===== config.mk =====
export PLATFORM = sky130hd
export DESIGN_NAME = bin2bcd_seq
export DESIGN_NICKNAME = d
export VERILOG_FILES = /design/src/rtl/bin2bcd_seq_pkg.sv /design/src/rtl/bin2bcd_seq_bcd_add3.sv /design/src/rtl/bin2bcd_seq.sv
export SDC_FILE = /design/constraint.sdc
export NUM_CORES = 1
export LEC_CHECK = 0
export BUFFER_PORTS_ARGS = -buffer_cell sky130_fd_sc_hd__buf_2
export CAP_MARGIN = 20
export CORE_MARGIN = 2
export CORE_UTILIZATION = 40
export CTS_CLUSTER_DIAMETER = 100
export DETAILED_ROUTE_END_ITERATION = 10
export PLACE_DENSITY_LB_ADDON = 0.2
export SETUP_SLACK_MARGIN = 0.3
export SYNTH_ARGS = -nofsm -noshare
export SYNTH_HDL_FRONTEND = slang
export SYNTH_HIERARCHICAL = 1
export SYNTH_SLANG_ARGS = --single-unit

===== constraint.sdc =====
create_clock -name i_clk -period 2 [get_ports i_clk]
set_input_delay 0.3 -clock i_clk [delete_from_list [all_inputs] [get_ports i_clk]]
set_output_delay 0.3 -clock i_clk [all_outputs]
set_load 0.01 [all_outputs]

===== src/rtl/bin2bcd_seq_pkg.sv =====
// Shared definitions for the sequential binary-to-BCD converter:
// FSM state encoding, BCD digit width and the decimal range helper.
package bin2bcd_seq_pkg;

  typedef enum logic [0:0] {
    ST_IDLE = 1'b0,
    ST_CONV = 1'b1
  } state_e;

  localparam int unsigned BCD_W = 4;

  // 10**n, used to derive the largest value the digit field can display
  function automatic int unsigned pow10(input int unsigned n);
    int unsigned r;
    r = 32'd1;
    for (int unsigned i = 0; i < n; i++) begin
      r = r * 32'd10;
    end
    return r;
  endfunction

endpackage


===== src/rtl/bin2bcd_seq_bcd_add3.sv =====
// Double-dabble digit correction: a nibble of 5 or more gets +3 so the
// following left shift carries correctly into the next decimal digit.
module bin2bcd_seq_bcd_add3
  import bin2bcd_seq_pkg::*;
(
  input  logic [BCD_W-1:0] digit_i,
  output logic [BCD_W-1:0] digit_o
);

  // Conditional add-3; the result never exceeds 12 for legal digits
  always_comb begin
    digit_o = digit_i;
    if (digit_i >= 4'd5) begin
      digit_o = digit_i + 4'd3;
    end else begin
      digit_o = digit_i;
    end
  end

endmodule


===== src/rtl/bin2bcd_seq.sv =====
// Sequential binary-to-BCD converter (shift-and-add-3, one bit per clock)
// with start/busy/done handshake and a result register held between conversions.
module bin2bcd_seq
  import bin2bcd_seq_pkg::*;
#(
  parameter int unsigned BIN_W  = 14,
  parameter int unsigned DIGITS = 4
) (
  input  logic                    i_clk,
  input  logic                    i_rst,
  input  logic                    i_start,
  input  logic [BIN_W-1:0]        i_bin,
  output logic                    o_busy,
  output logic                    o_done,
  output logic [BCD_W*DIGITS-1:0] o_bcd,
  output logic                    o_overflow
);

  localparam int unsigned BCD_FW = BCD_W * DIGITS;
  localparam int unsigned SR_W   = BIN_W + BCD_FW;
  localparam int unsigned CNT_W  = $clog2(BIN_W + 1);
  localparam logic [31:0] MAXV   = 32'(pow10(DIGITS) - 32'd1);

  state_e            state_q, state_d;
  logic [SR_W-1:0]   sr_q, sr_d;
  logic [CNT_W-1:0]  cnt_q, cnt_d;
  logic              ovf_q, ovf_d;
  logic [BCD_FW-1:0] bcd_q, bcd_d;
  logic              ovf_out_q, ovf_out_d;
  logic              busy_q, busy_d;
  logic              done_q, done_d;

  logic [BCD_FW-1:0] bcd_adj_s;
  logic [SR_W-1:0]   sr_adj_s;
  logic [SR_W-1:0]   sr_shift_s;
  logic              last_shift_s;
  logic              in_ovf_s;

  for (genvar g = 0; g < DIGITS; g++) begin : g_digit
    bin2bcd_seq_bcd_add3 u_add3 (
      .digit_i (sr_q[BIN_W + BCD_W*g +: BCD_W]),
      .digit_o (bcd_adj_s[BCD_W*g +: BCD_W])
    );
  end

  assign sr_adj_s     = {bcd_adj_s, sr_q[BIN_W-1:0]};
  assign sr_shift_s   = sr_adj_s << 1'b1;
  assign last_shift_s = (state_q == ST_CONV) && (cnt_q == CNT_W'(BIN_W - 1));
  assign in_ovf_s     = (32'(i_bin) > MAXV);

  // State register
  always_ff @(posedge i_clk) begin
    if (i_rst) begin
      state_q <= ST_IDLE;
    end else begin
      state_q <= state_d;
    end
  end

  // Next-state logic
  always_comb begin
    state_d = state_q;
    case (state_q)
      ST_IDLE: begin
        if (i_start) begin
          state_d = ST_CONV;
        end else begin
          state_d = ST_IDLE;
        end
      end
      ST_CONV: begin
        if (last_shift_s) begin
          state_d = ST_IDLE;
        end else begin
          state_d = ST_CONV;
        end
      end
      default: state_d = ST_IDLE;
    endcase
  end

  // Datapath and registered-output next values
  always_comb begin
    sr_d      = sr_q;
    cnt_d     = cnt_q;
    ovf_d     = ovf_q;
    bcd_d     = bcd_q;
    ovf_out_d = ovf_out_q;
    done_d    = 1'b0;
    busy_d    = (state_d == ST_CONV);
    case (state_q)
      ST_IDLE: begin
        if (i_start) begin
          sr_d  = {{BCD_FW{1'b0}}, i_bin};
          cnt_d = '0;
          ovf_d = in_ovf_s;
        end else begin
          sr_d  = sr_q;
        end
      end
      ST_CONV: begin
        sr_d  = sr_shift_s;
        cnt_d = cnt_q + CNT_W'(1);
        // Results are published only here, so downstream never sees partial digits
        if (last_shift_s) begin
          done_d    = 1'b1;
          ovf_out_d = ovf_q;
          if (ovf_q) begin
            bcd_d = {DIGITS{4'h9}};
          end else begin
            bcd_d = sr_shift_s[SR_W-1 -: BCD_FW];
          end
        end else begin
          done_d = 1'b0;
        end
      end
      default: begin
        sr_d  = sr_q;
        cnt_d = cnt_q;
      end
    endcase
  end

  // Datapath and output registers
  always_ff @(posedge i_clk) begin
    if (i_rst) begin
      sr_q      <= '0;
      cnt_q     <= '0;
      ovf_q     <= 1'b0;
      bcd_q     <= '0;
      ovf_out_q <= 1'b0;
      busy_q    <= 1'b0;
      done_q    <= 1'b0;
    end else begin
      sr_q      <= sr_d;
      cnt_q     <= cnt_d;
      ovf_q     <= ovf_d;
      bcd_q     <= bcd_d;
      ovf_out_q <= ovf_out_d;
      busy_q    <= busy_d;
      done_q    <= done_d;
    end
  end

  assign o_busy     = busy_q;
  assign o_done     = done_q;
  assign o_bcd      = bcd_q;
  assign o_overflow = ovf_out_q;

endmodule

# Word-level counts from Yosys, hierarchy flattened
# Index checks and enable logic that the tools add are counted.
# Widths: inputs -> output; s select.
# word_totals
register_bits,54
in_bits,17
output_inout_bits,19
elab_cells,37
# classes
n_addsub,5
order_cmp,5
eq_ne,2
n_mux,13
bitwise,1
reduce_logical,4
# op_table
operator,count
$pmux 30 s2,1
$mux 30,1
$ge 4x3->1 const B,4
$mux 16,1
$mux 4,4
$gt 14x14->1 const B,1
$add 4x2->4 const B,3
$pmux 4 s2,1
$add 4x1->4 const B,1
$eq 4x4->1 const B,1
$reduce_and 2->1,2
$add 3x2->3 const B,1
$mux 1,3
$mux 3,1
$ne 2x2->1 const B,1
$pmux 1 s2,1
$reduce_or 2->1,1
$logic_and 1x1->1,1
$not 1->1,1

# Depth between registers and ports, before layout
# depth
word_depth,4
mapped_depth,7

# By module
# The synthesis kept the hierarchy.
# modules_own_cells
module,n_inst,cells_per_inst,area_per_inst_um2
bin2bcd_seq,1,244,2333.5
bin2bcd_seq_bcd_add3,4,16,101.3

# Least setup slack after synthesis
# Ideal clock, no wire load.
# synth_path
kind,reg-to-reg
start,register sr_q[19]
end,"register bcd_q[6], in the netlist o_bcd[6]"
setup_time_ns,0.073
t_arrival_ns,1.300
setup_slack_ns,0.627
stages_incl_launch_ff,8
synth_period_minus_slack_ns,1.373
path_cell_list,dfxtp_1 -> inv_1 -> ha_1 -> nand2b_1 -> a21oi_2 -> mux2i_1 -> nand3b_1 -> a21oi_1
# synth_between
elab_chain_len,3
# synth_lines
item,line_no,source
from (decl),bin2bcd_seq.sv:25,"logic [SR_W-1:0] sr_q, sr_d;"
from (signal assigned),bin2bcd_seq.sv:135,sr_q <= sr_d;
$add 4x2->4 / $ge 4x3->1 (equally long branches),"bin2bcd_seq_bcd_add3.sv:14, bin2bcd_seq_bcd_add3.sv:13",
$mux 4 *,bin2bcd_seq_bcd_add3.sv:13,if (digit_i >= 4'd5) begin
net bcd_adj_s[5],bin2bcd_seq.sv:33,logic [BCD_FW-1:0] bcd_adj_s;
$mux 16 *,bin2bcd_seq.sv:108,if (ovf_q) begin
to (signal assigned),bin2bcd_seq.sv:130,bcd_q <= '0;
to (signal assigned),bin2bcd_seq.sv:138,bcd_q <= bcd_d;
to (decl),bin2bcd_seq.sv:28,"logic [BCD_FW-1:0] bcd_q, bcd_d;"
# Mark *: on every way through the listed nets, which the timed path passes. The rest lies on a longest branch.
# A chain may end at the register's enable or synchronous reset.

# Final worst setup path
# layout_path
start,register sr_q[18]
end,"register bcd_q[5], in the netlist o_bcd[5]"
# Same word-level chain as after synthesis.

==> impl_metrics.py <==
metrics = {
    "sta": {
        "max_freq_mhz": 656,
        "finClkSkew_ns": 0.00726,
        "worst_pin_slew_ns": 0.638,
        "final_max_slew_viol_count": 0,
        "relSlewSlack_pct": 57.4,
        "fin_crit_ns": 1.52,
        "finalSetupViolCount": 0,
        "worst_slack_ns": 0.475,
        "rsz0062_at_grt": "true",
        "fin_crit_sh_pct": 76.2,
        "tns_ns": 0,
        "hold_viol_final": 0,
        "hold_slack_ns": 0.245,
    },
    "route": {
        "drc": 0,
        "dr.pass1.iters": 4,
        "drtIter0Drc": 56,
        "wl_per_cell_um": 13.1,
        "ant_nets": 0,
        "vias_per_cell": 5.07,
        "num_vias": 2097,
        "drt-total-wl_mm": 5.44,
    },
    "worst_setup_path": {
        "crit_slowest_cell": "dfxtp_1",
        "path_cells": "inv_1, ha_1, nand2b_1, a21oi_4, buf_4, xnor2_1, nand3b_1, a21oi_1",
        "r2r-end": "o_bcd[5]$_SDFFE_PP0P_",
        "worstReg2RegStart": "sr_q[18]$_SDFFE_PP0P_",
        "path_max_fanout": 5,
        "critPathLaunchType": "flip-flop",
        "required_ns": 2.24,
        "critPathArrivalTime_ns": 1.77,
        "endpoint": "o_bcd[5]$_SDFFE_PP0P_",
        "ff2ff_path_depth": 8,
        "critPathKind": "flip-flop to flip-flop",
        "endpoint_kind": "flip-flop",
        "r2r_slack_ns": 0.48,
        "critPathLaunch": "sr_q[18]$_SDFFE_PP0P_",
        "cp_slowest_stage_delay_ns": 0.41,
    },
    "clocking": {
        "numCtsBuffers": 5,
        "hold_buffers": 0,
        "htreeDepth": 2,
        "cts_root_buffer": "clkbuf_8",
        "worstSkewPairLatency_ns": 0.30,
        "ctsLongestPathBuffers": 2,
        "cts_tree": "yes",
        "clk_pin_slew_ns": 0.09,
        "clock-sinks": 54,
    },
    "grt": {
        "grt_max_degree": 53,
        "overflow": 0,
        "grt_pass1_wl_mm": 9.27,
        "grt_util_all_layers_pct": 15.5,
        "first_global_vias": 1950,
        "antenna_found_initial": 0,
    },
    "power_and_ir_drop": {
        "seqPwrFrac_pct": 55.1,
        "p_int_mw": 1.58,
        "swShare_pct": 22.3,
        "power.net_switching_mw": 0.452,
        "vdd_drop_max_mv": 0.285,
        "leakage_nw": 1.25,
        "power_density_nw_per_um2": 656,
        "comb_power_share_pct": 8.4,
        "power.clock.fraction_pct": 36.5,
    },
    "outcome": {
        "run_status": "complete, no violations",
    },
    "logic_synthesis": {
        "synth_area_um2": 2720,
        "syn_inst": 304,
        "synth_nets": 331,
        "avgSynthCellArea_um2": 8.94,
        "yosysWarnings": 6,
    },
    "place": {
        "gp_congestion": 0.712,
        "dpl.hpwl_mm": 3.65,
        "pre_cts_slack_ns": 0.442,
        "port_buffers": 35,
    },
    "floorplan": {
        "core.rowCount": 30,
        "die_height_um": 86.4,
        "ios": 36,
        "design.die.area_um2": 7470,
        "die_x_um": 86.4,
        "core_area_um2": 6680,
        "start_util_pct": 40.7,
    },
    "worst_hold_path": {
        "min_path_type": "input port to flip-flop",
    },
    "finish": {
        "multi_input_area_um2": 1480,
        "seq_area_um2": 1080,
        "layout-drive-gt1-share_pct": 27.2,
        "area_growth_pct": 13.9,
        "diodes": 0,
        "fillers": 672,
        "final_nets": 361,
    },
    "run": {
        "drv_cap": 0,
    },
}
[worst max-delay path, delay by kind of cell (launching register included)]
kind	cells	cell delay [ns]
adders and majority gates	1	0.23
buffers and inverters	2	0.20
xor gates and xnor gates	1	0.17
DFF	1	0.41
and+or+nand+nor	2	0.25
AOI/OAI and AO/OA	2	0.22
[worst min path at each step]
stage	start	to	slack (ns)	cells past startpoint
after floorplan	i_bin[13]	ovf_q$_SDFFE_PP0P_	0.45	1
after global placement	o_bcd[1]$_SDFFE_PP0P_	o_bcd[1]$_SDFFE_PP0P_	0.44	2
after detailed placement	o_bcd[5]$_SDFFE_PP0P_	o_bcd[5]$_SDFFE_PP0P_	0.45	2
after CTS	i_bin[13]	ovf_q$_SDFFE_PP0P_	0.23	2
after global routing	i_bin[13]	ovf_q$_SDFFE_PP0P_	0.23	2
final	i_bin[13]	ovf_q$_SDFFE_PP0P_	0.25	2
[cells in the final DEF (no fill, tap or decap), drive strengths merged, types with 2 or more instances in the layout]
master,instances
a21oi,30
buf,43
clkbuf,6
dfxtp,54
ha,10
inv,9
mux2,13
mux2i,19
nand2,26
nand2b,8
nand3,3
nand3b,9
nor2,47
nor2b,2
nor3,18
nor3b,17
o21ai,8
xnor2,4
[what timing repair did]
action,4_1_cts,5_1_grt
setup endpoints to repair,0,3
buffers inserted,0,2
gates resized for setup,0,6
[through the flow]
stage	util (%)	area [um^2]	cells	power, mW
after floorplan	-	2720	304	1.27
after global placement	44.2	2950	405	1.31
after detailed placement	44.2	2950	405	1.32
after CTS	45.8	3060	412	2.07
after global routing	46.4	3100	414	2.13
final	46.4	3100	414	2.03
[sequential cells by signal, indices dropped and copies added, names as in the netlist]
register    flops
sr_q           30
cnt_q           4
o_overflow      1
o_done          1
ovf_q           1
o_busy          1
o_bcd          16
[layout make-up]
| class | count | area share, % |
|---|---|---|
| Timing Repair Buffer | 43 | 9.21 |
| Sequential cell | 54 | 35.0 |
| Tap cell | 80 | 3.23 |
| Multi-Input combinational cell | 221 | 47.8 |
| Inverter | 9 | 1.09 |
| Clock inverter | 1 | 0.969 |
| Clock buffer | 6 | 2.67 |
[per-layer routing]
metal | global-route usage, % | wire length (um) | up-vias
met3 | 3.24 | 170 | 5
met5 | 0 | 0 | -
met4 | 4.26 | 63 | 0
met2 | 25.2 | 2520 | 28
met1 | 20.8 | 2690 | 974
li1 | - | - | 1090
[power groups by stage]
stage	Combinational [mW]	Clock (mW)	Sequential, mW
5_1_grt	0.190	0.817	1.12
6_report	0.170	0.742	1.12
3_5_place_dp	0.171	0	1.14
2_1_floorplan	0.133	0	1.13
4_1_cts	0.172	0.778	1.12
3_3_place_gp	0.169	0	1.14
Power figures use the tool's default switching activity.
